===== config.mk =====
export PLATFORM = sky130hd
export DESIGN_NAME = rv32i_decode_pipe
export DESIGN_NICKNAME = d
export VERILOG_FILES = /design/src/rtl/rv32i_defs.sv /design/src/rtl/rv32i_imm_decode.sv /design/src/rtl/rv32i_decode_pipe.sv
export SDC_FILE = /design/constraint.sdc
export NUM_CORES = 1
export LEC_CHECK = 0
export ABC_AREA = 0
export ABC_CLOCK_PERIOD_IN_PS = 6000
export BUFFER_PORTS_ARGS = -buffer_cell sky130_fd_sc_hd__buf_2
export CORE_UTILIZATION = 52
export CTS_BUF_LIST = sky130_fd_sc_hd__clkbuf_8
export DETAILED_ROUTE_END_ITERATION = 7
export PLACE_DENSITY = 0.91
export SYNTH_ARGS = -nofsm -noshare
export SYNTH_HDL_FRONTEND = slang
export SYNTH_HIERARCHICAL = 1
export SYNTH_SLANG_ARGS = --single-unit

===== constraint.sdc =====
create_clock -name clk_i -period 6 [get_ports clk_i]
set_clock_uncertainty 0.1 [all_clocks]
set_input_delay 1.5 -clock clk_i [delete_from_list [all_inputs] [get_ports clk_i]]
set_output_delay 1.5 -clock clk_i [all_outputs]
set_load 0.05 [all_outputs]

===== src/rtl/rv32i_defs.sv =====
`default_nettype none
// ============================================================================
// rv32i_defs: ALU op codes, base opcodes and immediate formats.   Rev 1.0
// ============================================================================
package rv32i_defs;

   localparam logic [3:0] ALU_ADD  = 4'b0000;
   localparam logic [3:0] ALU_SUB  = 4'b1000;
   localparam logic [3:0] ALU_SLT  = 4'b0010;
   localparam logic [3:0] ALU_SLTU = 4'b0011;
   localparam logic [3:0] ALU_XOR  = 4'b0100;
   localparam logic [3:0] ALU_OR   = 4'b0110;
   localparam logic [3:0] ALU_AND  = 4'b0111;
   localparam logic [3:0] ALU_SLL  = 4'b0001;
   localparam logic [3:0] ALU_SRL  = 4'b0101;
   localparam logic [3:0] ALU_SRA  = 4'b1101;

   // instruction[6:2]; bits [1:0] must be 2'b11 for a 32-bit encoding
   localparam logic [4:0] OPC_OP     = 5'b01100;
   localparam logic [4:0] OPC_OP_IMM = 5'b00100;
   localparam logic [4:0] OPC_LUI    = 5'b01101;
   localparam logic [4:0] OPC_AUIPC  = 5'b00101;
   localparam logic [4:0] OPC_JAL    = 5'b11011;
   localparam logic [4:0] OPC_JALR   = 5'b11001;
   localparam logic [4:0] OPC_BRANCH = 5'b11000;
   localparam logic [4:0] OPC_LOAD   = 5'b00000;
   localparam logic [4:0] OPC_STORE  = 5'b01000;

   typedef enum logic [2:0] {
      IMM_NONE = 3'd0,
      IMM_I    = 3'd1,
      IMM_S    = 3'd2,
      IMM_B    = 3'd3,
      IMM_U    = 3'd4,
      IMM_J    = 3'd5
   } imm_fmt_e;

endpackage
`default_nettype wire


===== src/rtl/rv32i_imm_decode.sv =====
`default_nettype none
// ============================================================================
// rv32i_imm_decode: sign-extended immediate extraction by format.   Rev 1.0
// ============================================================================
module rv32i_imm_decode
   import rv32i_defs::*;
#(
   parameter int XLEN = 32
) (
   input  logic [31:7]     instr_i,
   input  imm_fmt_e        fmt_i,
   output logic [XLEN-1:0] imm_o
);

   logic [31:0] imm32;

   always_comb begin
      imm32 = '0;
      case (fmt_i)
         IMM_I:   imm32 = {{20{instr_i[31]}}, instr_i[31:20]};
         IMM_S:   imm32 = {{20{instr_i[31]}}, instr_i[31:25], instr_i[11:7]};
         IMM_B:   imm32 = {{19{instr_i[31]}}, instr_i[31], instr_i[7],
                           instr_i[30:25], instr_i[11:8], 1'b0};
         IMM_U:   imm32 = {instr_i[31:12], 12'b0};
         IMM_J:   imm32 = {{11{instr_i[31]}}, instr_i[31], instr_i[19:12],
                           instr_i[20], instr_i[30:21], 1'b0};
         default: imm32 = '0;
      endcase
      imm_o = XLEN'($signed(imm32));
   end

endmodule
`default_nettype wire


===== src/rtl/rv32i_decode_pipe.sv =====
`default_nettype none
// ============================================================================
// rv32i_decode_pipe: decode/issue stage with RAW busy scoreboard.   Rev 1.0
// ============================================================================
module rv32i_decode_pipe
   import rv32i_defs::*;
#(
   parameter int XLEN      = 32,
   parameter int REG_COUNT = 32
) (
   input  logic            clk_i,
   input  logic            rst_ni,
   input  logic            data_ready_i,
   input  logic [31:0]     instruction_i,
   input  logic [XLEN-1:0] pc_i,
   output logic            stall_o,
   output logic [4:0]      rs1_addr_o,
   output logic [4:0]      rs2_addr_o,
   input  logic [XLEN-1:0] rs1_data_i,
   input  logic [XLEN-1:0] rs2_data_i,
   input  logic            wb_valid_i,
   input  logic [4:0]      wb_rd_i,
   output logic            data_ready_o,
   output logic [3:0]      operation_o,
   output logic [XLEN-1:0] operand1_o,
   output logic [XLEN-1:0] operand2_o,
   output logic [4:0]      rd_o,
   output logic [4:0]      opcode_o,
   output logic [2:0]      funct3_o,
   output logic [XLEN-1:0] store_data_o,
   output logic [XLEN-1:0] imm_o,
   output logic [XLEN-1:0] pc_o,
   output logic            illegal_o,
   input  logic            clear_i
);

   logic [4:0]      opcode;
   logic [2:0]      funct3;
   logic            is_rv32;
   imm_fmt_e        imm_fmt;
   logic [XLEN-1:0] imm;
   logic [3:0]      op_dec;
   logic [XLEN-1:0] op1_dec, op2_dec;
   logic [4:0]      rd_dec;
   logic            rs1_used, rs2_used, illegal_dec;
   logic            issue;

   logic [REG_COUNT-1:0] busy_q, busy_d;
   logic            hist_a_valid_q, hist_a_valid_d, hist_b_valid_q, hist_b_valid_d;
   logic [4:0]      hist_a_rd_q, hist_a_rd_d, hist_b_rd_q, hist_b_rd_d;

   logic            data_ready_q, data_ready_d, illegal_q, illegal_d;
   logic [3:0]      operation_q, operation_d;
   logic [4:0]      rd_q, rd_d, opcode_q, opcode_d;
   logic [2:0]      funct3_q, funct3_d;
   logic [XLEN-1:0] operand1_q, operand1_d, operand2_q, operand2_d;
   logic [XLEN-1:0] store_data_q, store_data_d, imm_q, imm_d, pc_q, pc_d;

   assign opcode     = instruction_i[6:2];
   assign funct3     = instruction_i[14:12];
   assign is_rv32    = (instruction_i[1:0] == 2'b11);
   assign rs1_addr_o = instruction_i[19:15];
   assign rs2_addr_o = instruction_i[24:20];

   always_comb begin
      imm_fmt = IMM_NONE;
      if (is_rv32) begin
         case (opcode)
            OPC_OP_IMM, OPC_LOAD, OPC_JALR: imm_fmt = IMM_I;
            OPC_STORE:                      imm_fmt = IMM_S;
            OPC_BRANCH:                     imm_fmt = IMM_B;
            OPC_LUI, OPC_AUIPC:             imm_fmt = IMM_U;
            OPC_JAL:                        imm_fmt = IMM_J;
            default:                        imm_fmt = IMM_NONE;
         endcase
      end
   end

   rv32i_imm_decode #(.XLEN(XLEN)) u_imm_decode (
      .instr_i (instruction_i[31:7]),
      .fmt_i   (imm_fmt),
      .imm_o   (imm)
   );

   always_comb begin
      op_dec      = ALU_ADD;
      op1_dec     = '0;
      op2_dec     = '0;
      rd_dec      = instruction_i[11:7];
      rs1_used    = 1'b1;
      rs2_used    = 1'b0;
      illegal_dec = 1'b0;
      case ({is_rv32, opcode})
         {1'b1, OPC_OP}: begin
            op_dec   = {instruction_i[30], funct3};
            op1_dec  = rs1_data_i;
            op2_dec  = rs2_data_i;
            rs2_used = 1'b1;
         end
         // shift-immediates hand the ALU a clean shamt rather than the raw imm field
         {1'b1, OPC_OP_IMM}: begin
            op_dec  = {(funct3 == 3'b101) & instruction_i[30], funct3};
            op1_dec = rs1_data_i;
            op2_dec = (funct3[1:0] == 2'b01) ? XLEN'(instruction_i[24:20]) : imm;
         end
         {1'b1, OPC_LUI}: begin
            op2_dec  = imm;
            rs1_used = 1'b0;
         end
         {1'b1, OPC_AUIPC}: begin
            op1_dec  = pc_i;
            op2_dec  = imm;
            rs1_used = 1'b0;
         end
         {1'b1, OPC_JAL}: begin
            op1_dec  = pc_i;
            op2_dec  = XLEN'(4);
            rs1_used = 1'b0;
         end
         {1'b1, OPC_JALR}: begin
            op1_dec = pc_i;
            op2_dec = XLEN'(4);
         end
         {1'b1, OPC_BRANCH}: begin
            op_dec   = ALU_SUB;
            op1_dec  = rs1_data_i;
            op2_dec  = rs2_data_i;
            rd_dec   = '0;
            rs2_used = 1'b1;
         end
         {1'b1, OPC_LOAD}: begin
            op1_dec = rs1_data_i;
            op2_dec = imm;
         end
         {1'b1, OPC_STORE}: begin
            op1_dec  = rs1_data_i;
            op2_dec  = imm;
            rd_dec   = '0;
            rs2_used = 1'b1;
         end
         default: begin
            rd_dec      = '0;
            illegal_dec = 1'b1;
         end
      endcase
   end

   // busy_q is the registered view: a writeback landing this cycle does not unblock yet
   assign stall_o = data_ready_i & ~clear_i &
                    ((rs1_used & (rs1_addr_o != 5'd0) & busy_q[rs1_addr_o]) |
                     (rs2_used & (rs2_addr_o != 5'd0) & busy_q[rs2_addr_o]));
   assign issue   = data_ready_i & ~stall_o & ~clear_i;

   always_comb begin
      busy_d = busy_q;
      if (wb_valid_i) busy_d[wb_rd_i] = 1'b0;
      if (clear_i) begin
         if (hist_a_valid_q) busy_d[hist_a_rd_q] = 1'b0;
         if (hist_b_valid_q) busy_d[hist_b_rd_q] = 1'b0;
      end
      if (issue && (rd_dec != 5'd0)) busy_d[rd_dec] = 1'b1;
      busy_d[0] = 1'b0;

      hist_a_valid_d = issue;
      hist_a_rd_d    = rd_dec;
      hist_b_valid_d = hist_a_valid_q & ~clear_i;
      hist_b_rd_d    = hist_a_rd_q;
   end

   always_comb begin
      data_ready_d = issue;
      operation_d  = operation_q;
      operand1_d   = operand1_q;
      operand2_d   = operand2_q;
      rd_d         = rd_q;
      opcode_d     = opcode_q;
      funct3_d     = funct3_q;
      store_data_d = store_data_q;
      imm_d        = imm_q;
      pc_d         = pc_q;
      illegal_d    = illegal_q;
      if (issue) begin
         operation_d  = op_dec;
         operand1_d   = op1_dec;
         operand2_d   = op2_dec;
         rd_d         = rd_dec;
         opcode_d     = opcode;
         funct3_d     = funct3;
         store_data_d = rs2_data_i;
         imm_d        = imm;
         pc_d         = pc_i;
         illegal_d    = illegal_dec;
      end
   end

   always_ff @(posedge clk_i or negedge rst_ni) begin
      if (!rst_ni) begin
         busy_q         <= '0;
         hist_a_valid_q <= 1'b0;
         hist_a_rd_q    <= '0;
         hist_b_valid_q <= 1'b0;
         hist_b_rd_q    <= '0;
         data_ready_q   <= 1'b0;
         operation_q    <= '0;
         operand1_q     <= '0;
         operand2_q     <= '0;
         rd_q           <= '0;
         opcode_q       <= '0;
         funct3_q       <= '0;
         store_data_q   <= '0;
         imm_q          <= '0;
         pc_q           <= '0;
         illegal_q      <= 1'b0;
      end else begin
         busy_q         <= busy_d;
         hist_a_valid_q <= hist_a_valid_d;
         hist_a_rd_q    <= hist_a_rd_d;
         hist_b_valid_q <= hist_b_valid_d;
         hist_b_rd_q    <= hist_b_rd_d;
         data_ready_q   <= data_ready_d;
         operation_q    <= operation_d;
         operand1_q     <= operand1_d;
         operand2_q     <= operand2_d;
         rd_q           <= rd_d;
         opcode_q       <= opcode_d;
         funct3_q       <= funct3_d;
         store_data_q   <= store_data_d;
         imm_q          <= imm_d;
         pc_q           <= pc_d;
         illegal_q      <= illegal_d;
      end
   end

   assign data_ready_o = data_ready_q;
   assign operation_o  = operation_q;
   assign operand1_o   = operand1_q;
   assign operand2_o   = operand2_q;
   assign rd_o         = rd_q;
   assign opcode_o     = opcode_q;
   assign funct3_o     = funct3_q;
   assign store_data_o = store_data_q;
   assign imm_o        = imm_q;
   assign pc_o         = pc_q;
   assign illegal_o    = illegal_q;

endmodule
`default_nettype wire


* After elaboration in Yosys (flattened, before gate mapping)
Memory sizes are Yosys's and may differ from the RTL's. Index checks and enable logic that the tools add are counted.
Cells by class: multiply operators 0, shift-type cells 0, multiplexer cells 28, bitwise gates (word level) 20, reductions and logical operators 17, add/subtract/negate cells 0, $lt $le $gt $ge 10, equal/unequal tests 17, div/mod/pow operators 0
Operators with widths (count):
- 32-bit two-way mux | 7
- 32-bit case mux with 5 select lines | 1
- 32-bit case mux with 4 select lines | 1
- 32-bit bitwise AND | 3
- 32-bit inverter | 3
- 32-bit case mux with 2 select lines | 1
- 6-bit == test, second input constant | 9
- 5-bit by 6-bit < comparator with 1-bit output, second input constant | 6
- 32-bit bitwise OR | 1
- 1-bit demux with 5-bit select | 4
- 5-bit by 1-bit >= comparator with 1-bit output, second input constant | 4
- 5-bit nonzero test | 3
- 4-bit case mux with 3 select lines | 1
- 1-bit bitwise AND | 10
- 1-bit binary-select mux with 5-bit select | 2
- 3-bit == test, second input constant | 3
- 1-bit two-way mux | 9
- 3-bit OR reduction | 3
- 9-bit OR reduction | 1
- 7-bit OR reduction | 1
- 3-bit by 2-bit == test with 1-bit output, second input constant | 2
- 1-bit logical AND | 5
- 5-bit two-way mux | 1
- 5-bit OR reduction | 1
- 8 further kinds | 10
Word-level totals: memory bits (read-only) 96, logic and storage cells 108, bits in registers 221, latch bits 0, output and inout port bits 190, RAM bits 0, memories kept 1, bits of input ports 138
Memory list:
- (no name shown) | words 32, bits a word 3, read ports 1, clocked after memory_dff 0, wr ports 0, line rv32i_decode_pipe.sv:68 | case (opcode)

* Depth between registers and ports, before layout
depth in word-level cells 15, depth in mapped cells 11, gate-level depth less buffers 8

* Modules after synthesis
The synthesis kept the hierarchy.
Modules (own cells, without submodules):
- rv32i_decode_pipe | area each 10889.2 um^2, cells each 823, seq. area each 5530.3 um^2, instances 1
- rv32i_imm_decode | area each 390.4 um^2, cells each 66, seq. area each 0.0 um^2, instances 1

* Least setup slack after synthesis
Ideal clock, no wire load.
path kind input port to output port, start point input port instruction_i[16], end point output port stall_o, stages on the path 9, required time 4.400 ns, arrival time 3.795 ns, path slack 0.605 ns, buffers on the path 3, cells stage by stage buf_2 -> mux2i_1 -> mux4_2 -> a31oi_1 -> nand4_1 -> clkbuf_1 -> and2_1 -> clkbuf_1 -> nor2_1
Between the ends: cells in the longest elaborated chain, start to end 5, elaborated cells between the ends (all ways) 7, those cells by class mux (2); bitwise (4); reduce/logical (1)
RTL lines:
- start, declared | line rv32i_decode_pipe.sv:14 | input logic [31:0] instruction_i,
- 1-bit binary-select mux with 5-bit select / 5-bit nonzero test (equally long branches) | line rv32i_decode_pipe.sv:150 | ((rs1_used & (rs1_addr_o != 5'd0) & busy_q[rs1_addr_o]) |
- 1-bit two-way mux (implied by the code) / 1-bit bitwise AND (equally long branches) | line rv32i_decode_pipe.sv:150
- 1-bit bitwise AND * | line rv32i_decode_pipe.sv:150
- 1-bit bitwise OR * | line rv32i_decode_pipe.sv:150
- 1-bit bitwise AND * | line rv32i_decode_pipe.sv:149 | assign stall_o = data_ready_i & ~clear_i &
- end, declared | line rv32i_decode_pipe.sv:16 | output logic stall_o,
Mark *: on every way between the ends. The rest lies on a longest branch, timed or not. The select of a mux whose other input is x is not followed.

* Worst setup path in the final report
start point input port instruction_i[20], end point output port stall_o
Between the ends: cells in the longest elaborated chain, start to end 5, elaborated cells between the ends (all ways) 7, those cells by class mux (2); bitwise (4); reduce/logical (1)
RTL lines:
- 1-bit binary-select mux with 5-bit select / 5-bit nonzero test (equally long branches) | line rv32i_decode_pipe.sv:151 | (rs2_used & (rs2_addr_o != 5'd0) & busy_q[rs2_addr_o]));
- 1-bit two-way mux (implied by the code) / 1-bit bitwise AND (equally long branches) | line rv32i_decode_pipe.sv:151
- 1-bit bitwise AND * | line rv32i_decode_pipe.sv:151
- 1-bit bitwise OR * | line rv32i_decode_pipe.sv:150
- 1-bit bitwise AND * | line rv32i_decode_pipe.sv:149
Marks and branches as above.

==> impl_metrics.csv <==
group,metric,value,unit
status,outcome,"finished, final reports clean",
job,cap_violations,0,
clock_network,root_buffer,"sky130_fd_sc_hd__clkbuf_8",
floorplanning,design.core.area,21200,sq um
placement,detailed_place.area,13000,sq um
drt,drtPass1Iterations,5,
drt,drt_first_iter_violations,732,
layout,layout.cells.non_filler,1504,
logic_synthesis,synth_sequential_area_ratio,49.0,%
hold_path,hp-class,"reg2reg",
logic_synthesis,synth_top_flop_cell,"sky130_fd_sc_hd__dfrtp_1",
timing,final.min_clock_period,5.40,ns
floorplanning,dieArea,22300,sq um
drt,antenna_violating_nets_post_route,0,
worst_setup_path,r2r_slack,2.52,ns
worst_setup_path,critPathSlowestCell,"sky130_fd_sc_hd__nor4_1",
grt,globalRouteTotalUtil,30.0,%
grt,grt_first_pass_wirelength,51800,microns
clock_network,cts_repair_resize_count,0,
clock_network,clkSlewWorstSetupHoldPaths,0.05,ns
clock_network,numClockSinks,221,
layout,post_route_cells_drive_above_1_share,48.7,%
worst_setup_path,max_stage_delay,0.67,ns
drt,vias,9197,
timing,tightest_slew,0.913,ns
timing,pins_over_slew_limit,0,
power,standby_leakage_power,7.15,nW
placement,gp_congestion,1.04,
worst_setup_path,crit_path_frequent_cell,"sky130_fd_sc_hd__buf_2",
timing,slew_headroom,39.2,%
clock_network,clock_tree.buffer_depth,3,
worst_setup_path,crit_cells,8,
floorplanning,ioPinCount,328,
worst_setup_path,critPathRequiredTime,4.40,ns
floorplanning,die_h,149,microns
worst_setup_path,crit_path_cell_trace,"buf_2 -> mux4_2 -> nor3b_1 -> nor4_1 -> o211ai_4 -> and2_1 -> nor2_1 -> buf_2",
worst_setup_path,worstPathBufferInverterCount,2,
placement,numPortBuffers,327,
timing,fin_tns_setup,0,ns
placement,place_inst,1437,
layout,number_of_antenna_repair_diodes,0,
logic_synthesis,synth_warnings,6,
worst_setup_path,ff2ff_path_depth,7,
worst_setup_path,critical_path.endpoint_type,"primary output",
hold_path,timing.hold.worst_path_depth,0,
clock_network,clk_latency,0.53,ns
drt,wl_per_cell,22.5,microns
logic_synthesis,edff_count_synth,0,
power,worst_ir_drop_vdd,0.159,mV
drt,post_drt_via_cell_ratio,6.12,
logic_synthesis,area_of_the_mapped_netlist,11300,sq um
clock_network,cts.repair_timing.setup_buffer_count,0,
timing,final.hold.worst_slack,0.330,ns
placement,detailed_place_hpwl,24300,microns
power,p_total,4.05,mW
clock_network,cts_tree,"built",
drt,drc_viols,0,
worst_setup_path,timing.rr.start,"busy_q[1]",
floorplanning,floorplan.initialDensity,53.3,%
worst_setup_path,crit_fanout,13,
logic_synthesis,syn_inst,889,
timing,final_hold_fails,0,
grt,antenna_found_initial,0,
worst_setup_path,critical_path_arrival,3.80,ns
layout,mostFrequentLayoutCell,"sky130_fd_sc_hd__buf_2",
hold_path,min_delay_worst_endpoint,"hist_b_rd_q[1]",
placement,dp_slack,0.641,ns
floorplanning,placement_rows,53,
layout,finalNetCount,1339,
clock_network,cts_buffers,37,
grt,grt_max_degree,124,
logic_synthesis,postSynthRegisterBits,221,
timing,grt_setup_unrepaired,"false",
grt,grt_pass1_vias,9308,
layout,post-route-util,65.1,%
floorplanning,dieWidth,149,microns
worst_setup_path,largest_delay_share_family_worst_path,"simple AND/OR/NAND/NOR gates",
worst_setup_path,cp-start-kind,"primary input",
layout,mostFrequentLayoutCells,"sky130_fd_sc_hd__buf_2 (326), sky130_fd_sc_hd__dfrtp_1 (221), sky130_fd_sc_hd__mux2_4 (100)",
clock_network,htree_num_levels,2,
timing,timing.final.setup_violations,0,
worst_setup_path,reg2reg_to,"imm_o[0]",
timing,layout_setup_ws,0.604,ns
timing,finalCritPeriodShare,89.9,%
clock_network,number_of_hold_repair_buffers_added_at_the_cts_stage,0,
layout,area_grow_syn2layout,22.0,%
grt,globalRouteOverflowTotal,0,
logic_synthesis,synth.net_count,1027,
hold_path,timing.hold.worst.start,"hist_a_rd_q[1]",
worst_setup_path,critical_path_class,"in2out",
logic_synthesis,synthArstFlopShare,100,%
timing,max_freq,185,MHz
logic_synthesis,synth_area_per_cell,12.7,sq um
layout,post-route-cell-area,13800,sq um
power,power.density,294,nW/um^2
logic_synthesis,yosys.cell_types.count,55,
drt,detail_route.wirelength,33800,microns
synth_stat cells, types with 3 or more instances:
cell type / instances / share of area, %
sky130_fd_sc_hd__dfrtp_1: 221 / 49
sky130_fd_sc_hd__mux2_4: 100 / 13
sky130_fd_sc_hd__a22o_1: 62 / 4.8
sky130_fd_sc_hd__mux2_2: 60 / 6.0
sky130_fd_sc_hd__nand2_1: 56 / 1.9
sky130_fd_sc_hd__o21ai_0: 45 / 2.0
sky130_fd_sc_hd__o22ai_1: 33 / 1.8
sky130_fd_sc_hd__clkbuf_1: 31 / 1.0
sky130_fd_sc_hd__o211ai_1: 26 / 1.7
sky130_fd_sc_hd__nand3b_1: 20 / 1.3
sky130_fd_sc_hd__nor2_1: 16 / 0.53
sky130_fd_sc_hd__and2_1: 15 / 0.83
sky130_fd_sc_hd__a21oi_1: 14 / 0.62
sky130_fd_sc_hd__buf_6: 14 / 1.4
sky130_fd_sc_hd__buf_2: 13 / 0.58
sky130_fd_sc_hd__mux2i_1: 13 / 1.2
sky130_fd_sc_hd__mux4_2: 13 / 2.6
sky130_fd_sc_hd__buf_4: 12 / 0.80
sky130_fd_sc_hd__mux2_1: 12 / 1.2
sky130_fd_sc_hd__nand3_1: 12 / 0.53
sky130_fd_sc_hd__inv_1: 10 / 0.33
sky130_fd_sc_hd__or3b_2: 10 / 0.78
sky130_fd_sc_hd__and3_1: 9 / 0.50
sky130_fd_sc_hd__a21o_1: 8 / 0.53
sky130_fd_sc_hd__a31o_2: 6 / 0.47
sky130_fd_sc_hd__a32o_1: 5 / 0.44
sky130_fd_sc_hd__nor2b_1: 5 / 0.28
sky130_fd_sc_hd__a222oi_1: 4 / 0.35
sky130_fd_sc_hd__a31oi_1: 4 / 0.22
sky130_fd_sc_hd__nand2b_1: 4 / 0.22
sky130_fd_sc_hd__nor3_1: 4 / 0.18
sky130_fd_sc_hd__o21ai_1: 3 / 0.13
sky130_fd_sc_hd__or3_1: 3 / 0.17
where the power goes:
| group | switching [mW] | internal (mW) |
|---|---|---|
| Clock | 0.603 | 0.734 |
| Combinational | 0.720 | 0.298 |
| Sequential | 0.0739 | 1.62 |
| Total | 1.40 | 2.65 |
layout make-up:
type	count	area (sq um)
clock inverter	18	81.3
timing repair buffer	343	1800
tap	275	344
multi-input combinational	588	5290
sequential	221	5530
inverter	10	37.5
fill	1571	7390
clock buffer	49	674
how the worst max path moves through the flow:
| stage | start | to | slack (ns) |
|---|---|---|---|
| 3_5_place_dp | instruction_i[20] | stall_o | 0.64 |
| 5_1_grt | instruction_i[20] | stall_o | 0.52 |
| 6_report | instruction_i[20] | stall_o | 0.60 |
| 2_1_floorplan | instruction_i[16] | stall_o | 0.61 |
| 4_1_cts | instruction_i[20] | stall_o | 0.61 |
| 3_3_place_gp | instruction_i[20] | stall_o | 0.78 |
metal layers:
layer	track usage (%)	routed length [microns]	part of all wire, %	vias to the layer above
met5	0	0	0	-
met1	37.8	12900	38	4574
met3	6.18	2940	8.7	91
met2	50.1	16800	50	556
met4	12.6	1160	3.4	0
li1	-	-	-	3976
sequential cells by signal, indices dropped and copies added, names as in the netlist:
register and cells:
imm_o 32, data_ready_o 1, hist_b_valid_q 1, illegal_o 1, operand1_o 32, funct3_o 3
operand2_o 32, store_data_o 32, opcode_o 5, hist_b_rd_q 5, rd_o 5, pc_o 32
operation_o 4, hist_a_rd_q 5, busy_q 31
kinds of logic after synthesis:
logic type | count (synthesis) | share of synthesized area (%)
DFF | 221 | 49.0
AOI/OAI and AO/OA | 220 | 14.1
muxes | 198 | 24.2
and+or+nand+nor | 169 | 8.41
buffers and inverters | 80 | 4.14
xor gates and xnor gates | 1 | 0.0777
Note: power is estimated with default switching activity, not from simulation.
